[config.mk]
export PLATFORM = sky130hd
export DESIGN_NAME = tone_level_generator_flat
export DESIGN_NICKNAME = d
export VERILOG_FILES = /design/src/rtl/tone_level_generator_if.sv /design/src/rtl/tone_level_generator.sv /design/src/flat_wrapper.sv
export SDC_FILE = /design/constraint.sdc
export NUM_CORES = 1
export LEC_CHECK = 0
export CAP_MARGIN = 20
export CORE_MARGIN = 2
export CORE_UTILIZATION = 35
export DETAILED_ROUTE_END_ITERATION = 8
export GPL_TIMING_DRIVEN = 0
export PLACE_DENSITY_LB_ADDON = 0.12
export REMOVE_ABC_BUFFERS = 1
export SLEW_MARGIN = 0
export SYNTH_ARGS = -nofsm -noshare
export SYNTH_HDL_FRONTEND = slang
export SYNTH_SLANG_ARGS = --single-unit
[constraint.sdc]
create_clock -name clk_select -period 1.4 [get_ports clk_select]
set_clock_uncertainty 0.05 [all_clocks]
set_input_delay 0.35 -clock clk_select [delete_from_list [all_inputs] [get_ports clk_select]]
set_output_delay 0.35 -clock clk_select [all_outputs]
set_load 0.02 [all_outputs]
[src/rtl/tone_level_generator_if.sv]
// ---------------------------------------------------------------------------
// tone_level_generator_if
//   Groups the control inputs and the valid/ready sample stream of the tone
//   level generator.
//   Signals:
//     enable        1       1 = generate tone; 0 = stop after the pending sample
//     level         3       requested volume band 0..5; 6/7 = mute
//     sample_ready  1       sink accepts sample_data this cycle
//     sample_valid  1       sample_data holds a valid sample
//     sample_data   DATA_W  signed two's complement sample
//     cur_level     3       level latched for the current half-cycle
//   Modports:
//     master  - the generator (drives the sample stream)
//     slave   - the controlling / sinking side
// ---------------------------------------------------------------------------
interface tone_level_generator_if #(
  parameter int DATA_W = 24
);
  logic                     enable;
  logic [2:0]               level;
  logic                     sample_ready;
  logic                     sample_valid;
  logic signed [DATA_W-1:0] sample_data;
  logic [2:0]               cur_level;

  modport master (
    input  enable,
    input  level,
    input  sample_ready,
    output sample_valid,
    output sample_data,
    output cur_level
  );

  modport slave (
    output enable,
    output level,
    output sample_ready,
    input  sample_valid,
    input  sample_data,
    input  cur_level
  );
endinterface

[src/rtl/tone_level_generator.sv]
// ---------------------------------------------------------------------------
// tone_level_generator
//   Synthesises a signed square-wave test tone whose peak magnitude sits in
//   the middle of a selected volume band (level 0..5) of the volume meter, and
//   streams it toward the codec writer over valid/ready.
//   Ports:
//     clk_select  in  single clock, all state on the rising edge
//     reset       in  asynchronous, active-low reset
//     tone        master modport of tone_level_generator_if
//                 (enable, level, sample_ready in; sample_valid, sample_data,
//                  cur_level out)
//   Configuration macro:
//     TONE_SWEEP_EN - when defined the level input is ignored and the level
//                     sweeps 0..5 once per full tone period, restarting at 0
//                     each time the tone starts from idle.
// ---------------------------------------------------------------------------
module tone_level_generator #(
  parameter int DATA_W      = 24,
  parameter int HALF_PERIOD = 54,
  parameter int LEVEL_STEP  = 100000,
  parameter int AMP_OFFSET  = 50000
) (
  input  logic                   clk_select,
  input  logic                   reset,
  tone_level_generator_if.master tone
);

  localparam int CNT_W = (HALF_PERIOD > 2) ? $clog2(HALF_PERIOD) : 1;
  localparam logic [CNT_W-1:0] CNT_LAST = CNT_W'(HALF_PERIOD - 1);

  typedef enum logic [1:0] {
    S_IDLE = 2'd0,
    S_POS  = 2'd1,
    S_NEG  = 2'd2
  } state_t;

  state_t                   state_q, state_d;
  logic [CNT_W-1:0]         count_q, count_d;
  logic                     valid_q, valid_d;
  logic signed [DATA_W-1:0] data_q,  data_d;
  logic [2:0]               lvl_q,   lvl_d;

  logic                     xfer;
  logic [2:0]               lvl_bound;   // level to latch at the next boundary

  // Amplitude per level; levels 6/7 are mute.
  logic signed [DATA_W-1:0] amp_tbl [8];

  genvar gi;
  generate
    for (gi = 0; gi < 8; gi++) begin : g_amp
      if (gi < 6) begin : g_band
        assign amp_tbl[gi] = DATA_W'((gi + 1) * LEVEL_STEP + AMP_OFFSET);
      end else begin : g_mute
        assign amp_tbl[gi] = '0;
      end
    end
  endgenerate

  assign xfer = valid_q & tone.sample_ready;

`ifdef TONE_SWEEP_EN
  // Sweep: restart at 0 from idle, advance on NEG->POS, hold on POS->NEG.
  always_comb begin
    lvl_bound = lvl_q;
    if (state_q == S_IDLE) begin
      lvl_bound = 3'd0;
    end else if (state_q == S_NEG) begin
      lvl_bound = (lvl_q >= 3'd5) ? 3'd0 : lvl_q + 3'd1;
    end
  end
`else
  assign lvl_bound = tone.level;
`endif

  always_comb begin
    state_d = state_q;
    count_d = count_q;
    valid_d = valid_q;
    data_d  = data_q;
    lvl_d   = lvl_q;
    case (state_q)
      S_IDLE: begin
        if (tone.enable) begin
          state_d = S_POS;
          valid_d = 1'b1;
          count_d = '0;
          lvl_d   = lvl_bound;
          data_d  = amp_tbl[lvl_bound];
        end
      end
      default: begin
        if (xfer) begin
          // Stopping wins over a half-cycle boundary on the same transfer.
          if (!tone.enable) begin
            state_d = S_IDLE;
            valid_d = 1'b0;
            count_d = '0;
          end else if (count_q == CNT_LAST) begin
            count_d = '0;
            lvl_d   = lvl_bound;
            if (state_q == S_POS) begin
              state_d = S_NEG;
              data_d  = -amp_tbl[lvl_bound];
            end else begin
              state_d = S_POS;
              data_d  = amp_tbl[lvl_bound];
            end
          end else begin
            count_d = count_q + CNT_W'(1);
          end
        end
      end
    endcase
  end

  always_ff @(posedge clk_select or negedge reset) begin
    if (!reset) begin
      state_q <= S_IDLE;
      count_q <= '0;
      valid_q <= 1'b0;
      data_q  <= '0;
      lvl_q   <= 3'd0;
    end else begin
      state_q <= state_d;
      count_q <= count_d;
      valid_q <= valid_d;
      data_q  <= data_d;
      lvl_q   <= lvl_d;
    end
  end

  assign tone.sample_valid = valid_q;
  assign tone.sample_data  = data_q;
  assign tone.cur_level    = lvl_q;

endmodule

[src/flat_wrapper.sv]
// flat-port wrapper written by rule: the top's interface ports become plain ports
module tone_level_generator_flat 
#(
  parameter int DATA_W      = 24,
  parameter int HALF_PERIOD = 54,
  parameter int LEVEL_STEP  = 100000,
  parameter int AMP_OFFSET  = 50000
)
  (clk_select, reset, tone_enable, tone_level, tone_sample_ready, tone_sample_valid, tone_sample_data, tone_cur_level);
  tone_level_generator_if #(.DATA_W(DATA_W)) tone_i ();
  input  logic clk_select;
  input  logic reset;
  input wire logic [$bits(tone_i.enable)-1:0] tone_enable;
  input wire logic [$bits(tone_i.level)-1:0] tone_level;
  input wire logic [$bits(tone_i.sample_ready)-1:0] tone_sample_ready;
  output wire logic [$bits(tone_i.sample_valid)-1:0] tone_sample_valid;
  output wire logic [$bits(tone_i.sample_data)-1:0] tone_sample_data;
  output wire logic [$bits(tone_i.cur_level)-1:0] tone_cur_level;
  assign tone_i.enable = tone_enable;
  assign tone_i.level = tone_level;
  assign tone_i.sample_ready = tone_sample_ready;
  assign tone_sample_valid = tone_i.sample_valid;
  assign tone_sample_data = tone_i.sample_data;
  assign tone_cur_level = tone_i.cur_level;
  tone_level_generator #(.DATA_W(DATA_W), .HALF_PERIOD(HALF_PERIOD), .LEVEL_STEP(LEVEL_STEP), .AMP_OFFSET(AMP_OFFSET)) u_core (.clk_select(clk_select), .reset(reset), .tone(tone_i));
endmodule
==> impl_metrics.yaml <==
sta:
  rsz0062_at_grt: "true"
  fin_crit_sh_pct: 120.8
  finalWorstSetupSlack_ps: -291.5
  tns_ps: -5222
  fin_crit_ps: 1691
  hold_slack_ps: 71.04
  fmax_mhz: 591.2
  finalHoldViolations: 0
  drv_slew: 0
  slew_headroom_pct: 50.71
  setup-violations-final: 30
  tightest_slew_ps: 739.4
logic_synthesis:
  muxShareOfSynthArea_pct: 2.754
  synth.most_common_cell: "nand2_1"
  yosys_warnings: 0
  synth_top_family_by_area: "compound AO/OA/AOI/OAI gates"
  yosys-top-cells-area: "dfrtp_1 42%, nand2_1 7.3%, ha_1 7.2%, o21ai_1 6.3%, xor2_1 4.1%"
  synth_simple_gate_area_share_pct: 17.31
  synth-seq-area-share_pct: 41.97
  synthTopCellsByCount: "37 x nand2_1, 32 x dfrtp_1, 24 x o21ai_1"
  synth-edff-count: 0
  synth-adder-area-share_pct: 7.213
  synth_cell_types: 43
  ys_ff_latch: 32
  synth_top_flop_cell: "dfrtp_1"
  async_reset_ff_share_pct: 100.0
  syn_inst: 208
  yosysTopAreaCell: "dfrtp_1"
  synth_compound_area_share_pct: 18.16
  synthesis.area_um2: 1908
  synth_xor_area_share_pct: 7.344
  yosysTopAreaCellShare_pct: 41.97
  avgSynthCellArea_um2: 9.173
layout:
  nets: 301
  n_fill_cell: 436
  finish.utilization_pct: 60.06
  multiInputGateArea_um2: 1409
  regArea_um2: 805.8
  n_antenna_cell: 0
  drive_gt1_share_pct: 46.48
  area_delta_synth_final_pct: 62.82
floorplanning:
  dieWidth_um: 77.84
  start_util_pct: 36.89
  coreArea_um2: 5172
  ioPinCount: 35
  die_h_um: 77.84
  rows: 26
  die_area_um2: 6058
clock_network:
  clock_path_buffers: 2
  cts_root_buf: "clkbuf_8"
  insertion_delay_ps: 290
  cts_tree: "built"
  cts_sinks: 32
  clkTransAtPathRegs_ps: 70
  numCtsBuffers: 5
  cts_max_level: 2
power_and_ir_drop:
  power.total_uw: 5171
  ir_drop_uv: 845.6
  p_per_area_nw_per_um2: 1664
  leakage_uw: 0.001407
drt:
  wl_per_cell_um: 16.18
  viasPerCell: 5.107
  num_vias: 1808
  wirelength_mm: 5.726
  drt_iter0_markers: 58
  ant_nets: 0
  drc: 0
  drtPass1Iterations: 4
global_routing:
  antenna_found_initial: 0
  grt-ovfl-total: 0
  grt_pass1_vias: 1780
  grt_start_max_net_pins: 33
  gr-usage-all-layers_pct: 19.26
  grt_pass1_wl_mm: 9.170
setup_path:
  cp_slowest_cell: "o31ai_4"
  end_kind: "flop"
  crit_path_max_fanout: 6
  crit_type: "primary input to flop"
  arrival_ps: 1820
  crit_top_cell: "ha_4"
  worstSetupStartpointType: "primary input"
  timing.critical_path.cells: "buf_12, inv_8, ha_4, nand2_4, a21boi_4, ha_4, o2111ai_4, o31ai_4, xor2_1, o21ai_1"
  crit_required_ps: 1530
  r2r_cells: 5
  worst_path_largest_cell_delay_ps: 300
run_status:
  failed_checks: "setup timing"
  status: "finished, violations left"
placed_design:
  io_buffers: 30
  hpwlAfterDp_mm: 2.772
  post-place-ws_ps: -1855
  gp_congestion: 0.8012
flow_run:
  drv_cap: 0
worst_hold_path:
  hp-class: "primary input to asynchronous set/reset pin"
## cell usage in the layout (no fill, tap or decap), types with 3 or more instances in the layout
master,instances
buf_4,32
dfrtp_1,28
nand2_1,24
o21ai_1,16
clkdlybuf4s15_1,14
o21ai_2,11
nor2_1,10
nand2_2,9
xor2_1,8
clkbuf_2,8
xnor2_1,6
ha_1,6
clkbuf_8,6
o21ai_4,5
buf_12,5
buf_6,5
nand2_4,4
inv_1,4
a21oi_1,4
a21o_1,4
ha_4,4
conb_1,4
dfrtp_2,4
nor2_4,3
mux2i_1,3
o21ai_0,3
nor2b_1,3
nand4_1,3
## layout make-up
type	instances	area share (%)
clock inverters	2	0.3222
multi-input cells	165	45.35
inverters	8	1.571
flip-flops and latches	32	25.94
well taps	70	2.819
repair buffers	71	21.35
clock buffers	6	2.658
## worst max-delay path, delay by kind of cell
family / cells / cell delay (ps)
AOI/OAI and AO/OA: 4 / 740
xor gates and xnor gates: 1 / 180
adders and majority gates: 2 / 330
buffers and inverters: 2 / 140
and+or+nand+nor: 1 / 70
## layer usage
metal | vias up | global-route usage [%] | part of all wire [%]
met1 | 896 | 26.29 | 45
li1 | 859 | - | -
met2 | 43 | 30.43 | 49
met3 | 10 | 3.837 | 4.3
met4 | 0 | 6.607 | 1.6
met5 | - | 0 | 0
## cells by family after synthesis
| kind of cell | after synthesis |
|---|---|
| multiplexers | 4 |
| AO/OA/AOI/OAI | 53 |
| buffers and inverters | 19 |
| other | 1 |
| AND/OR/NAND/NOR | 72 |
| flip-flops | 32 |
| XOR/XNOR | 16 |
| adder cells (fa/ha/maj) | 11 |
## state kept, by name, summed over array words and instances (netlist names)
name                      count
u_core.state_q                2
u_core.tone.sample_data      20
u_core.tone.cur_level         3
u_core.count_q                6
u_core.tone.sample_valid      1
## metrics by stage
step                instance area (um2)  instances
global route                       3107        354
global placement                   2241        300
detailed placement                 2247        300
floorplan                          1853        200
finish                             3107        354
CTS                                2851        341
## final timing paths
kind | start | end | slack (ps)
max | tone_level[0] | u_core.tone.sample_data[16] | -290
min reg2reg | u_core.tone.sample_data[20] | u_core.tone.sample_data[20] | 430
max in group asynchronous | reset | u_core.count_q[2] | 720
min | reset | u_core.tone.sample_data[20] | 70
min in group clk_select | tone_level[1] | u_core.tone.cur_level[1] | 390
max reg2reg | u_core.count_q[3] | u_core.tone.sample_data[21] | -200
## where the power goes
group          internal, uW  switching (uW)  leakage, uW
Clock                   392             369    0.0000510
Combinational          1340            1610     0.000948
Sequential             1240             223     0.000408
## what timing repair did
item | 4_1_cts | 5_1_grt
cloned | 6 | 0
buffers inserted | 27 | 13
setup endpoints to repair | 55 | 47
gates resized for setup | 113 | 67
hold buffers | 0 | 0
pin swaps | 33 | 30
Note: power is estimated with default switching activity, not from simulation.
==> edit: new RTL, same flow settings <==
Make the reset (`reset`) synchronous in one clocked block. Comments in the files are not updated.
--- a/src/rtl/tone_level_generator.sv
+++ b/src/rtl/tone_level_generator.sv
@@ -115,5 +115,5 @@
   end
 
-  always_ff @(posedge clk_select or negedge reset) begin
+  always_ff @(posedge clk_select) begin
     if (!reset) begin
       state_q <= S_IDLE;
Check against the original RTL: differs if reset is asserted again (counterexample within 4 cycles, from zero or initial values and one cycle with reset low); with reset held inactive, the same outputs for 10 cycles.
==> edit against the unedited design <==
The flow still finishes with violations (negative setup slack); sequential cell count unchanged; maximum frequency decreased by 7.3%; cell area decreased by 5.0%; synthesized area is 0.26% higher; worst setup slack worse by 130 ps; global-route usage fell by 0.73 points; non-clock buffer count decreased by 3; sequential share of layout area fell by 4.1 points; wire length decreased by 1.6%; count of clock-buffer cells in the layout up 2; highest routed layer unchanged.
Power is not compared: it rests on default switching activity, and its combinational part moved more than twofold at a synthesized area within 25%.
==> edit: results (changes against the unedited design) <==
metric,value,unit,change
total track usage,0.185,,-0.00727
number of diodes,0,,unchanged
CP Max Fanout,5,,-1
Synth Area in Compound Gates,0.218,,+0.0368
count of cell types in the netlist,56,,+30%
Vias/cell,5.19,,+1.7%
Detail Placement HPWL,2870,um,+3.4%
clock slew at the register clock pins of the worst setup and hold paths,70,ps,about the same
CTS Root Cell,clkbuf_8,,
max reg flops,20,,unchanged
area share of fa/ha/maj cells after synthesis,0.0719,,-0.000189
R2R cell count,8,,+3
violated checks,negative setup slack,,
"Seq/Total Area, Yosys",0.335,,-0.0848
"Async S/R FF share, synth",0,,-1.00
routed len/inst,15.7,um,-3.0%
most area-consuming cells after synthesis,"dfxtp_1 33%, ha_1 7.2%, nand2_1 5.1%, a21oi_1 5.0%, nor2_1 4.1%",,
synth cell count leaders,"32 x dfxtp_1, 26 x nand2_1, 21 x nor2_1",,
htree depth,2,,unchanged
outcome,"complete, but fails checks",,
pin count of the biggest net entering global routing,20,,-39%
initial antenna violation count,0,,unchanged
GPL Wtd Cong,0.809,,+1.0%
setup tns final,-6570,ps,-1350 ps
# fillers,459,,+5.3%
global-route wire length before repair,8940,um,-2.6%
fin worst setup slack,-425,ps,-134 ps
Layout area overhead,54.3,%,
Worst path max stage delay,460,ps,+160 ps
"Slowest-stage cell, CP",o41a_4,,
HP Class,input port to flip-flop,,
Leakage,0.00120,uW,
DRT Pass-1 Iters,4,,unchanged
multiplexer share of the synthesized area,0.0131,,-0.0145
worst vdd ir,0.503,mV,
pin slew with the least headroom to its limit,544,ps,-196 ps
# setup viols final,31,,+3.3%
fin nets,306,,+1.7%
CTS Buffer Depth,2,,unchanged
layout cells sized above 1,0.439,,-0.0253
WP data arrival,1960,ps,+140 ps
Synth Warn #,0,,unchanged
CTS Buf Count,5,,unchanged
worst-skew pair later-pin latency,290,ps,about the same
Initial DRC Count,119,,+110%
DP Area,2180,um2,-2.9%
XOR/XNOR share of the synthesized area,0.0641,,-0.00935
IO buf count,30,,unchanged
vias in the first global route,1817,,+2.1%
hold depth,3,,
-- edit: what timing repair did --
action,4_1_cts,5_1_grt
gates resized for setup,105,52
setup buffers,29,9
endpoints found under the hold margin,0,0
pin swaps,28,21
endpoints found under the setup margin,56,36
cloned,5,0
-- edit: cells by family after synthesis --
logic type | count (synthesis)
mux | 2
buf+inv | 25
flops | 32
simple gates | 78
other cells | 1
xor+xnor | 14
compound gates | 60
fa+ha+maj | 11
-- edit: path summary, 6_finish.rpt --
path	end	slack, ps	start
min reg2reg	u_core.tone.sample_data[10]	400	u_core.tone.sample_data[10]
max reg2reg	u_core.tone.sample_data[20]	-290	u_core.count_q[1]
max	u_core.tone.sample_data[20]	-430	tone_level[1]
min	u_core.tone.cur_level[0]	290	tone_level[0]
-- edit: power breakdown --
group / leakage [uW] / switching [uW] / internal (uW)
logic: 0.000888 / 490 / 396
clock network: 0.0000455 / 351 / 401
registers: 0.000263 / 38.9 / 978
-- edit: final cells by class --
type	count	area share
timing repair buffer	68	0.204
inverter	8	0.0148
tap	70	0.0297
timing repair inverter	1	0.00254
multi-input combinational	172	0.500
clock buffer	8	0.0305
sequential	32	0.218
-- edit: per-layer routing --
layer | vias to the layer above | share of wire | track usage
li1 | 909 | - | -
met1 | 891 | 0.46 | 0.254
met2 | 55 | 0.47 | 0.286
met3 | 9 | 0.050 | 0.0395
met4 | 0 | 0.014 | 0.0684
met5 | - | 0 | 0
-- edit: stage by stage --
| step | cells | hold WS [ps] | setup WS [ps] |
|---|---|---|---|
| finish | 359 | 294 | -425 |
| global route | 359 | 298 | -468 |
| CTS | 351 | 294 | -427 |
| detailed placement | 309 | 395 | -2040 |
| global placement | 309 | 393 | -2040 |
| floorplan | 209 | 417 | -756 |
-- edit: critical path: cells and delay by family --
| family | cells | cell delay, ps |
|---|---|---|
| simple gates | 1 | 160 |
| fa+ha+maj | 2 | 350 |
| compound gates | 4 | 910 |
| buf+inv | 2 | 190 |
